**config.mk**
```make
export PLATFORM = sky130hd
export DESIGN_NAME = router_fsm_flat
export DESIGN_NICKNAME = d
export VERILOG_FILES = /design/src/rtl/router_fsm_if.sv /design/src/rtl/router_fsm.sv /design/src/flat_wrapper.sv
export SDC_FILE = /design/constraint.sdc
export NUM_CORES = 1
export LEC_CHECK = 0
export BUFFER_PORTS_ARGS = -buffer_cell sky130_fd_sc_hd__buf_2
export CORE_AREA = 2 2 39 41
export CTS_CLUSTER_DIAMETER = 200
export DETAILED_ROUTE_END_ITERATION = 10
export DIE_AREA = 0 0 41 43
export PLACE_DENSITY = 0.64
export SLEW_MARGIN = 20
export SYNTH_ARGS = -nofsm -noshare
export SYNTH_HDL_FRONTEND = slang
export SYNTH_SLANG_ARGS = --single-unit
```
**constraint.sdc**
```tcl
create_clock -name clk -period 3.32 [get_ports clk]
set_clock_uncertainty 0.2 [all_clocks]
set_input_delay 0.664 -clock clk [delete_from_list [all_inputs] [get_ports clk]]
set_output_delay 0.664 -clock clk [all_outputs]
set_load 0.005 [all_outputs]
```
**src/rtl/router_fsm_if.sv**
```systemverilog
// Handshake and status bundle between the 1x3 router source/FIFOs/register block
// and the router control FSM.
interface router_fsm_if;
  logic       packet_valid;
  logic [1:0] datain;
  logic       fifo_full;
  logic       fifo_empty_0;
  logic       fifo_empty_1;
  logic       fifo_empty_2;
  logic       soft_reset_0;
  logic       soft_reset_1;
  logic       soft_reset_2;
  logic       parity_done;
  logic       low_packet_valid;
  logic       detect_add;
  logic       lfd_state;
  logic       ld_state;
  logic       laf_state;
  logic       full_state;
  logic       rst_int_reg;
  logic       write_enb_reg;
  logic       busy;

  modport master (
    output packet_valid, datain, fifo_full,
    output fifo_empty_0, fifo_empty_1, fifo_empty_2,
    output soft_reset_0, soft_reset_1, soft_reset_2,
    output parity_done, low_packet_valid,
    input  detect_add, lfd_state, ld_state, laf_state,
    input  full_state, rst_int_reg, write_enb_reg, busy
  );

  modport slave (
    input  packet_valid, datain, fifo_full,
    input  fifo_empty_0, fifo_empty_1, fifo_empty_2,
    input  soft_reset_0, soft_reset_1, soft_reset_2,
    input  parity_done, low_packet_valid,
    output detect_add, lfd_state, ld_state, laf_state,
    output full_state, rst_int_reg, write_enb_reg, busy
  );
endinterface

```
**src/rtl/router_fsm.sv**
```systemverilog
// Control FSM of the 1x3 router: sequences header/payload/parity loading into
// router_reg, generates the FIFO write strobe and source back-pressure.
//
//   state              | meaning
//   DECODE_ADDRESS     | idle, waiting for a header with a valid address
//   LOAD_FIRST_DATA    | header byte loaded into the register block
//   LOAD_DATA          | payload bytes written to the FIFO
//   LOAD_PARITY        | parity byte written to the FIFO
//   FIFO_FULL_STATE    | destination FIFO full, writes paused
//   LOAD_AFTER_FULL    | flush the byte held while the FIFO was full
//   WAIT_TILL_EMPTY    | destination FIFO still draining a previous packet
//   CHECK_PARITY_ERROR | parity compare, internal registers cleared
module router_fsm (
  input  logic         clk,
  input  logic         resetn,
  router_fsm_if.slave  bus
);

  typedef enum logic [2:0] {
    DECODE_ADDRESS     = 3'd0,
    LOAD_FIRST_DATA    = 3'd1,
    LOAD_DATA          = 3'd2,
    LOAD_PARITY        = 3'd3,
    FIFO_FULL_STATE    = 3'd4,
    LOAD_AFTER_FULL    = 3'd5,
    WAIT_TILL_EMPTY    = 3'd6,
    CHECK_PARITY_ERROR = 3'd7
  } state_t;

  state_t     state_q, state_d;
  logic [1:0] addr_q, addr_d;
  logic       addr_ok;
  logic       in_empty;
  logic       sel_empty;
  logic       sel_srst;

  always_ff @(posedge clk or negedge resetn) begin
    if (!resetn) begin
      state_q <= DECODE_ADDRESS;
      addr_q  <= 2'd0;
    end else begin
      state_q <= state_d;
      addr_q  <= addr_d;
    end
  end

  // FIFO status muxes: one keyed by the incoming header, one by the latched port
  always_comb begin
    in_empty  = 1'b0;
    sel_empty = 1'b0;
    sel_srst  = 1'b0;
    case (bus.datain)
      2'd0:    in_empty = bus.fifo_empty_0;
      2'd1:    in_empty = bus.fifo_empty_1;
      2'd2:    in_empty = bus.fifo_empty_2;
      default: in_empty = 1'b0;
    endcase
    case (addr_q)
      2'd0: begin
        sel_empty = bus.fifo_empty_0;
        sel_srst  = bus.soft_reset_0;
      end
      2'd1: begin
        sel_empty = bus.fifo_empty_1;
        sel_srst  = bus.soft_reset_1;
      end
      2'd2: begin
        sel_empty = bus.fifo_empty_2;
        sel_srst  = bus.soft_reset_2;
      end
      default: begin
        sel_empty = 1'b0;
        sel_srst  = 1'b0;
      end
    endcase
  end

  assign addr_ok = (bus.datain != 2'd3);

  always_comb begin
    state_d = state_q;
    addr_d  = addr_q;
    if (state_q == DECODE_ADDRESS && bus.packet_valid && addr_ok) begin
      addr_d = bus.datain;
    end
    case (state_q)
      DECODE_ADDRESS: begin
        if (bus.packet_valid && addr_ok) begin
          state_d = in_empty ? LOAD_FIRST_DATA : WAIT_TILL_EMPTY;
        end
      end
      LOAD_FIRST_DATA: state_d = LOAD_DATA;
      LOAD_DATA: begin
        if (bus.fifo_full)          state_d = FIFO_FULL_STATE;
        else if (!bus.packet_valid) state_d = LOAD_PARITY;
      end
      FIFO_FULL_STATE: begin
        if (!bus.fifo_full) state_d = LOAD_AFTER_FULL;
      end
      LOAD_AFTER_FULL: begin
        if (bus.parity_done)           state_d = DECODE_ADDRESS;
        else if (bus.low_packet_valid) state_d = LOAD_PARITY;
        else                           state_d = LOAD_DATA;
      end
      LOAD_PARITY: state_d = CHECK_PARITY_ERROR;
      CHECK_PARITY_ERROR: begin
        state_d = bus.fifo_full ? FIFO_FULL_STATE : DECODE_ADDRESS;
      end
      WAIT_TILL_EMPTY: begin
        if (sel_empty) state_d = LOAD_FIRST_DATA;
      end
      default: state_d = DECODE_ADDRESS;
    endcase
    // Read-timeout soft reset of the active port aborts the packet from anywhere
    if (sel_srst) state_d = DECODE_ADDRESS;
  end

  assign bus.detect_add    = (state_q == DECODE_ADDRESS);
  assign bus.lfd_state     = (state_q == LOAD_FIRST_DATA);
  assign bus.ld_state      = (state_q == LOAD_DATA);
  assign bus.laf_state     = (state_q == LOAD_AFTER_FULL);
  assign bus.full_state    = (state_q == FIFO_FULL_STATE);
  assign bus.rst_int_reg   = (state_q == CHECK_PARITY_ERROR);
  assign bus.write_enb_reg = (state_q == LOAD_DATA) || (state_q == LOAD_PARITY) ||
                             (state_q == LOAD_AFTER_FULL);
  assign bus.busy          = !((state_q == DECODE_ADDRESS) || (state_q == LOAD_DATA));

endmodule

```
**src/flat_wrapper.sv**
```systemverilog
// flat-port wrapper written by rule: the top's interface ports become plain ports
module router_fsm_flat 
  (clk, resetn, bus_packet_valid, bus_datain, bus_fifo_full, bus_fifo_empty_0, bus_fifo_empty_1, bus_fifo_empty_2, bus_soft_reset_0, bus_soft_reset_1, bus_soft_reset_2, bus_parity_done, bus_low_packet_valid, bus_detect_add, bus_lfd_state, bus_ld_state, bus_laf_state, bus_full_state, bus_rst_int_reg, bus_write_enb_reg, bus_busy);
  router_fsm_if bus_i ();
  input  logic clk;
  input  logic resetn;
  input wire logic [$bits(bus_i.packet_valid)-1:0] bus_packet_valid;
  input wire logic [$bits(bus_i.datain)-1:0] bus_datain;
  input wire logic [$bits(bus_i.fifo_full)-1:0] bus_fifo_full;
  input wire logic [$bits(bus_i.fifo_empty_0)-1:0] bus_fifo_empty_0;
  input wire logic [$bits(bus_i.fifo_empty_1)-1:0] bus_fifo_empty_1;
  input wire logic [$bits(bus_i.fifo_empty_2)-1:0] bus_fifo_empty_2;
  input wire logic [$bits(bus_i.soft_reset_0)-1:0] bus_soft_reset_0;
  input wire logic [$bits(bus_i.soft_reset_1)-1:0] bus_soft_reset_1;
  input wire logic [$bits(bus_i.soft_reset_2)-1:0] bus_soft_reset_2;
  input wire logic [$bits(bus_i.parity_done)-1:0] bus_parity_done;
  input wire logic [$bits(bus_i.low_packet_valid)-1:0] bus_low_packet_valid;
  output wire logic [$bits(bus_i.detect_add)-1:0] bus_detect_add;
  output wire logic [$bits(bus_i.lfd_state)-1:0] bus_lfd_state;
  output wire logic [$bits(bus_i.ld_state)-1:0] bus_ld_state;
  output wire logic [$bits(bus_i.laf_state)-1:0] bus_laf_state;
  output wire logic [$bits(bus_i.full_state)-1:0] bus_full_state;
  output wire logic [$bits(bus_i.rst_int_reg)-1:0] bus_rst_int_reg;
  output wire logic [$bits(bus_i.write_enb_reg)-1:0] bus_write_enb_reg;
  output wire logic [$bits(bus_i.busy)-1:0] bus_busy;
  assign bus_i.packet_valid = bus_packet_valid;
  assign bus_i.datain = bus_datain;
  assign bus_i.fifo_full = bus_fifo_full;
  assign bus_i.fifo_empty_0 = bus_fifo_empty_0;
  assign bus_i.fifo_empty_1 = bus_fifo_empty_1;
  assign bus_i.fifo_empty_2 = bus_fifo_empty_2;
  assign bus_i.soft_reset_0 = bus_soft_reset_0;
  assign bus_i.soft_reset_1 = bus_soft_reset_1;
  assign bus_i.soft_reset_2 = bus_soft_reset_2;
  assign bus_i.parity_done = bus_parity_done;
  assign bus_i.low_packet_valid = bus_low_packet_valid;
  assign bus_detect_add = bus_i.detect_add;
  assign bus_lfd_state = bus_i.lfd_state;
  assign bus_ld_state = bus_i.ld_state;
  assign bus_laf_state = bus_i.laf_state;
  assign bus_full_state = bus_i.full_state;
  assign bus_rst_int_reg = bus_i.rst_int_reg;
  assign bus_write_enb_reg = bus_i.write_enb_reg;
  assign bus_busy = bus_i.busy;
  router_fsm u_core (.clk(clk), .resetn(resetn), .bus(bus_i));
endmodule
```
# After elaboration in Yosys (flattened, before gate mapping)
# Cells that the tools add are included.
# totals
register_bits	5
latchBits	0
ram_bits	0
romBits	0
inputBits	14
output_inout_bits	8
memories	0
# classes
n_addsub	0
mul	0
div	0
n_lt_le_gt_ge	0
n_eq_ne	16
shift	0
n_mux	14
n_bitwise	0
reduce_logical	11
# ops
operator	count
$mux 3	9
$pmux 3 s8	1
$eq 3x3->1 const B	4
$pmux 1 s3	3
$eq 3x2->1 const B	2
$ne 3x1->1 const B	2
$eq 2x1->1 const B	2
$eq 2x2->1 const B	2
$logic_not 2->1	2
$ne 4x3->1 const B	1
$reduce_and 4->1	1
$eq 3x1->1 const B	1
$logic_and 1x1->1	3
$logic_not 3->1	1
$logic_or 1x1->1	3
$ne 3x2->1 const B	1
$ne 2x2->1 const B	1
$logic_not 1->1	1
$mux 1	1

# Depth between registers and ports, before layout
# Gate-level depths: netlist of the first run.
# logic_depth
ltp_word	6
depth_mapped	5
ltp_nobuf	4

# Worst setup path after synthesis of the first run
# Ideal clock, no wire load.
# synth_path
path_type	flip-flop to output port
startpoint	reg u_core.state_q[2]
endpoint	out bus_write_enb_reg
arrival_time_ps	861
slack_ps	1595
stages_incl_launch_ff	4
path_buffers	0
cell_sequence	dfrtp_1 > nor2b_1 > and2_1 > nand2b_1
# synth_via
elab_cells_between_ends	5
# synth_lines
item	line	source
start: declaration	router_fsm.sv:30	state_t state_q, state_d;
start signal: assignment	router_fsm.sv:42	state_q <= state_d;
$eq 3x3->1	--	
named net bus_laf_state	flat_wrapper.sv:21	output wire logic [$bits(bus_i.laf_state)-1:0] bus_laf_state;
$logic_or 1x1->1	router_fsm.sv:124	assign bus.write_enb_reg = (state_q == LOAD_DATA) || (state_q == LOAD_PARITY) ||
end: declaration	flat_wrapper.sv:24	output wire logic [$bits(bus_i.write_enb_reg)-1:0] bus_write_enb_reg;
# The timed path passes the listed nets, and every way through them passes these cells.

# Worst setup path after layout of the first run
# layout_path
startpoint	reg u_core.state_q[2]
endpoint	out bus_write_enb_reg
# layout_via
elab_chain_len	3
elab_cells_between_ends	5
# layout_rtl
item	line
$eq 3x2->1	router_fsm.sv:124
$logic_or 1x1->1	router_fsm.sv:124
$logic_or 1x1->1 (*)	router_fsm.sv:124
# Mark *: on every way between the ends. The rest lies on a longest branch, timed or not.

==> out/results.ini, run 1 <==
[grt]
overflow = 0
grt_most_used_layer = met2
grt_pass1_vias = 442
use_met3 = 0.03141
grt_pass1_wl_um = 1773
grt.met1_usage = 0.1765
grt_max_degree = 16
grt_use_met2 = 0.2281
antenna_found_initial = 0
grtUsageTotal = 0.1463

[detailed_routing]
vias = 501
vias_per_cell = 5.219
ant_nets = 0
drt-total-wl_um = 1116
wire_per_inst_um = 11.63
first_pass_iters = 2
drc = 0
drt_iter0_drc = 10

[sta]
timing.final.crit_share = 0.6836
rsz0062_at_grt = false
slew_headroom = 0.7247
worst_pin_slew_ns = 0.4130
setup_viol = 0
hold_viol = 0
period_needed_ns = 2.269
slew_violations = 0
clock.fmax_mhz = 440.6
setup_tns_ns = 0

[power_and_ir_drop]
powerDensity_nw_per_um2 = 756.5
switching_power_mw = 0.2033
p_int_mw = 0.2643
irDropWorstVdd_mv = 0.3399
swShare = 0.4348
p_comb_frac = 0.525
p_leak_nw = 0.3071
power_frac_clock = 0.146
seqPwrFrac = 0.328

[cells_and_area]
utilization = 0.4467
fill_cells = 142
syn_to_final_growth_pct = 27.65
final_area_um2 = 618.1
drive_gt1_frac = 0.3375
seqCellArea_um2 = 125.1
antennaDiodeCount = 0
multi_input_area_um2 = 337.8
fin_nets = 95
post_layout_nonfiller_instances = 96

[clock_network]
clk_pin_slew_ns = 0.04
cts_max_level = 1
hold_buffers = 0
clock-sinks = 5
insertion_delay_ns = 0.23
cts_setup_buffers = 0
cts_root_buf = clkbuf_4
cts_buffer_depth = 2
cts_resized = 0
cts_tree = yes
numCtsBuffers = 3

[job]
max_cap_viol_count = 0

[place]
placed_cells = 92
place.gp.congestion = 0.7416
place.port_buffers = 21
dpl_cell_area_um2 = 591.8
dp_hpwl_um = 853.7

[critical_path]
critPathArrivalTime_ns = 1.41
worstSetupEndpointType = output pin
critPathKind = flip-flop to output pin
start_kind = flip-flop
path_max_fanout = 15
required_ns = 2.46

[yosys]
synthFlopType = dfrtp_1
yosys.area.top_type_share = 0.2584
yosys_register_bits = 5
ys_seq_area_frac = 0.2584
ys_top_cells_by_count = nand2_1 (6), dfrtp_1 (5), mux2i_1 (5), nand3b_1 (5)
ys_types = 28
syn_nets = 72
synth_edf_count = 0
synth_area_um2 = 484.2
yosys-top-cells-area = dfrtp_1 (26%), mux2i_1 (10%), nand3b_1 (7.8%), nand2_1 (4.7%), o21ai_0 (4.1%)
yosysMostFrequentCell = nand2_1
synth_cells = 58
async_flop_share = 1.000
avgSynthCellArea_um2 = 8.349
yosysWarnings = 0
yosys.area.top_type = dfrtp_1

[floorplan]
die_x_um = 41
start_util = 0.3499
coreArea_um2 = 1384
io_pins = 22
num_rows = 14
dieArea_um2 = 1763
dieHeight_um = 43

[hold_path]
hp-class = input port to asynchronous set/reset pin

[status]
status = completed

critical path, cell delays in order, from the launching register on:
cell      delay (ns)
dfrtp_1         0.59
nor2b_1         0.23
and2_1          0.15
nand2b_1        0.09
buf_2           0.10
sequential cells by signal (all words and copies together), names as in the netlist:
name / count
u_core.state_q: 3
u_core.addr_q: 2
cells in the final DEF, fill, tap and decap left out, types with 2 or more instances in the layout:
cell and count:
and2_1 2, buf_2 21, clkbuf_4 3, dfrtp_1 5, mux2i_1 5, nand2_1 6, nand2b_1 2, nand3b_1 5
nor2_1 4, nor2b_1 2, nor3_1 3, o21ai_0 4, o22a_1 2
path summary, 6_finish.rpt:
kind                                   start                end  slack (ns)  depth (start not counted)
setup / recovery           u_core.state_q[2]  bus_write_enb_reg        1.05                          4
hold / removal                        resetn  u_core.state_q[0]        0.03                          1
setup reg to reg           u_core.state_q[1]  u_core.state_q[1]        1.58                          4
hold reg to reg             u_core.addr_q[0]   u_core.addr_q[0]        0.38                          1
max in group asynchronous             resetn   u_core.addr_q[0]        2.76                          1
min in group clk            u_core.addr_q[0]   u_core.addr_q[0]        0.38                          1
logic make-up after synthesis:
logic type,synth area share
mux,0.1034
buf+inv,0.04393
flops,0.2584
simple gates,0.3540
compound gates,0.2403
area by class of cell:
class	instances	area share
multi-input combinational	49	0.5466
sequential	5	0.2024
timing repair buffer	21	0.1700
clock buffer	4	0.04251
tap	16	0.03239
inverter	1	0.006073
metrics by stage:
stage          setup slack [ns]  hold WS (ns)  power, mW
2_1_floorplan             1.595        0.1684     0.3283
3_3_place_gp              1.349        0.2785     0.3963
5_1_grt                  0.9328       0.02064     0.5162
6_report                  1.051       0.03127     0.4676
4_1_cts                   1.053       0.02605     0.4736
3_5_place_dp              1.317        0.2801     0.4009
per-layer routing:
metal / up-vias / wire, µm
li1: 260 / -
met1: 229 / 517
met2: 12 / 542
met3: 0 / 55
met4: 0 / 0
met5: - / 0
power groups by stage:
| stage | clock network, mW | registers [mW] | logic [mW] |
|---|---|---|---|
| floorplan | 0 | 0.116 | 0.213 |
| global placement | 0 | 0.151 | 0.246 |
| detailed placement | 0 | 0.153 | 0.248 |
| CTS | 0.0718 | 0.153 | 0.249 |
| global route | 0.0783 | 0.162 | 0.276 |
| finish | 0.0684 | 0.154 | 0.246 |
(Power assumes the default switching activity.)
==> run 2: changes to the inputs <==
--- a/config.mk
+++ b/config.mk
@@ -10,7 +10,7 @@
 export CTS_CLUSTER_DIAMETER = 200
 export DETAILED_ROUTE_END_ITERATION = 10
 export DIE_AREA = 0 0 41 43
-export PLACE_DENSITY = 0.64
+export PLACE_DENSITY = 0.66
 export SLEW_MARGIN = 20
 export SYNTH_ARGS = -nofsm -noshare
 export SYNTH_HDL_FRONTEND = slang
==> constraint.sdc (replaced) <==
create_clock -name clk -period 1.9 [get_ports clk]
set_clock_uncertainty 0.2 [all_clocks]
set_input_delay 0.38 -clock clk [delete_from_list [all_inputs] [get_ports clk]]
set_output_delay 0.38 -clock clk [all_outputs]
set_load 0.005 [all_outputs]
==> run 2 against run 1 <==
  * Register-to-register slack worse by 1.3 ns
  * Highest routed layer is now met4
  * First-iteration DRC count down 40%
  * Sequential share of layout area down 1.1 points
  * Utilization up 4.1 points
==> out/results.ini, run 2 (synthesis results as in run 1) <==
[sta]
timing.final.crit_share = 0.9646
setup_tns_ns = 0
hold_viol = 0
rsz0062_at_grt = false
worst_pin_slew_ns = 0.2839
slew_violations = 0
setup_viol = 0
period_needed_ns = 1.833
clock.fmax_mhz = 545.6
slew_headroom = 0.8093

[grt]
grt_pass1_wl_um = 1752
grt_max_degree = 15
overflow = 0
grtUsageTotal = 0.1450
antenna_found_initial = 0
grt_pass1_vias = 452

[cells_and_area]
fin_nets = 101
multi_input_area_um2 = 342.8
fill_cells = 147
largest-register = u_core.state_q
antennaDiodeCount = 0
syn_to_final_growth_pct = 39.28
utilization = 0.4873
seqCellArea_um2 = 128.9
final_cell_mix = buf_2 (21), nand2_1 (6), mux2i_1 (5), nand3b_1 (5), buf_4 (5)
mostFrequentLayoutCell = buf_2
largestRegisters = u_core.state_q x3, u_core.addr_q x2
final_area_um2 = 674.4
drive_gt1_frac = 0.4302
largest_reg_flops = 3

[critical_path]
rr_startpoint = u_core.state_q[2]
cp_cell_sequence = nor2b_2 -> and2_4 -> nand2b_1 -> buf_2
critPathKind = flip-flop to output pin
critPathSlowestCell = dfrtp_2
start_kind = flip-flop
r2r_slack_ns = 0.26
cpPeakStageDelay_ns = 0.43
required_ns = 1.32
crit_start = u_core.state_q[2]
crit_family = simple AND/OR/NAND/NOR gates
path_max_fanout = 7
critPathArrivalTime_ns = 1.25
path_buf_inv = 1
r2r-end = u_core.state_q[2]
worstSetupEndpointType = output pin
worst-r2r-cell-count = 5

[power_and_ir_drop]
irDropWorstVdd_mv = 0.4912
p_leak_nw = 0.3348
powerDensity_nw_per_um2 = 1319

[detailed_routing]
drt_iter0_drc = 6
drt-total-wl_um = 1143
ant_nets = 0
first_pass_iters = 4
drc = 0
vias = 537
wire_per_inst_um = 11.21
vias_per_cell = 5.265

[floorplan]
io_pins = 22
dieArea_um2 = 1763
coreArea_um2 = 1384
start_util = 0.3499
dieHeight_um = 43
die_x_um = 41
num_rows = 14

[clock_network]
cts_tree = yes
cts_buffer_depth = 2
cts_root_buf = clkbuf_4
clock-sinks = 5
clk_pin_slew_ns = 0.04
numCtsBuffers = 3
cts_max_level = 1
insertion_delay_ns = 0.24

[hold_path]
holdPathStages = 2
worstHoldEndpoint = u_core.addr_q[0]
worstHoldStart = bus_datain[0]
hp-class = input port to flip-flop

[status]
status = completed

[place]
place.port_buffers = 21
place.gp.congestion = 0.7895
dp_hpwl_um = 849.2
dpl_cell_area_um2 = 599.3

[job]
max_cap_viol_count = 0

run 2: layer usage:
layer,share of wire,wire length [µm],vias up,global-route usage
met5,0,0,-,0
met3,0.073,84,3,0.04712
met4,0.012,14,0,0.08000
met2,0.46,531,16,0.2219
li1,-,-,271,-
met1,0.45,513,247,0.1688
run 2: area by class of cell:
type                    count  share of cell area
well taps                  16             0.02968
flip-flops and latches      5              0.1911
multi-input cells          49              0.5083
repair buffers             27              0.2263
clock buffers               4             0.03896
inverters                   1            0.005566
run 2: worst max-delay path by stage:
stage | endpoint | slack, ns | cells past startpoint
finish | bus_write_enb_reg | 0.07 | 4
floorplan | u_core.state_q[1] | 0.42 | 4
global route | bus_write_enb_reg | 0.006 | 4
global placement | bus_write_enb_reg | 0.23 | 4
detailed placement | bus_write_enb_reg | 0.22 | 4
CTS | bus_write_enb_reg | 0.02 | 4
run 2: what timing repair did:
| item | CTS | global route |
|---|---|---|
| resized for setup | 1 | 4 |
| setup buffers | 0 | 4 |
| setup endpoints to repair | 1 | 3 |
| pin swaps | 0 | 0 |
| hold endpoints to repair | 5 | 0 |
| hold buffers | 1 | 0 |
run 2: metrics by stage:
step / instances / worst slack (ns) / power [mW] / hold WS [ns]
after floorplan: 58 / 0.4235 / 0.5737 / -0.1156
after global placement: 93 / 0.2312 / 0.7023 / -0.004335
after detailed placement: 93 / 0.2189 / 0.7085 / -0.001840
after CTS: 98 / 0.01655 / 0.8369 / 0.2354
after global routing: 102 / 0.005526 / 0.9812 / 0.2448
final: 102 / 0.06725 / 0.8896 / 0.2393
run 2: where the power goes:
part           switching [mW]  leakage, nW  total, mW  internal, mW
sequential             0.0893       0.0587      0.249         0.159
combinational           0.237        0.261      0.519         0.282
clock                  0.0428       0.0150      0.122        0.0793
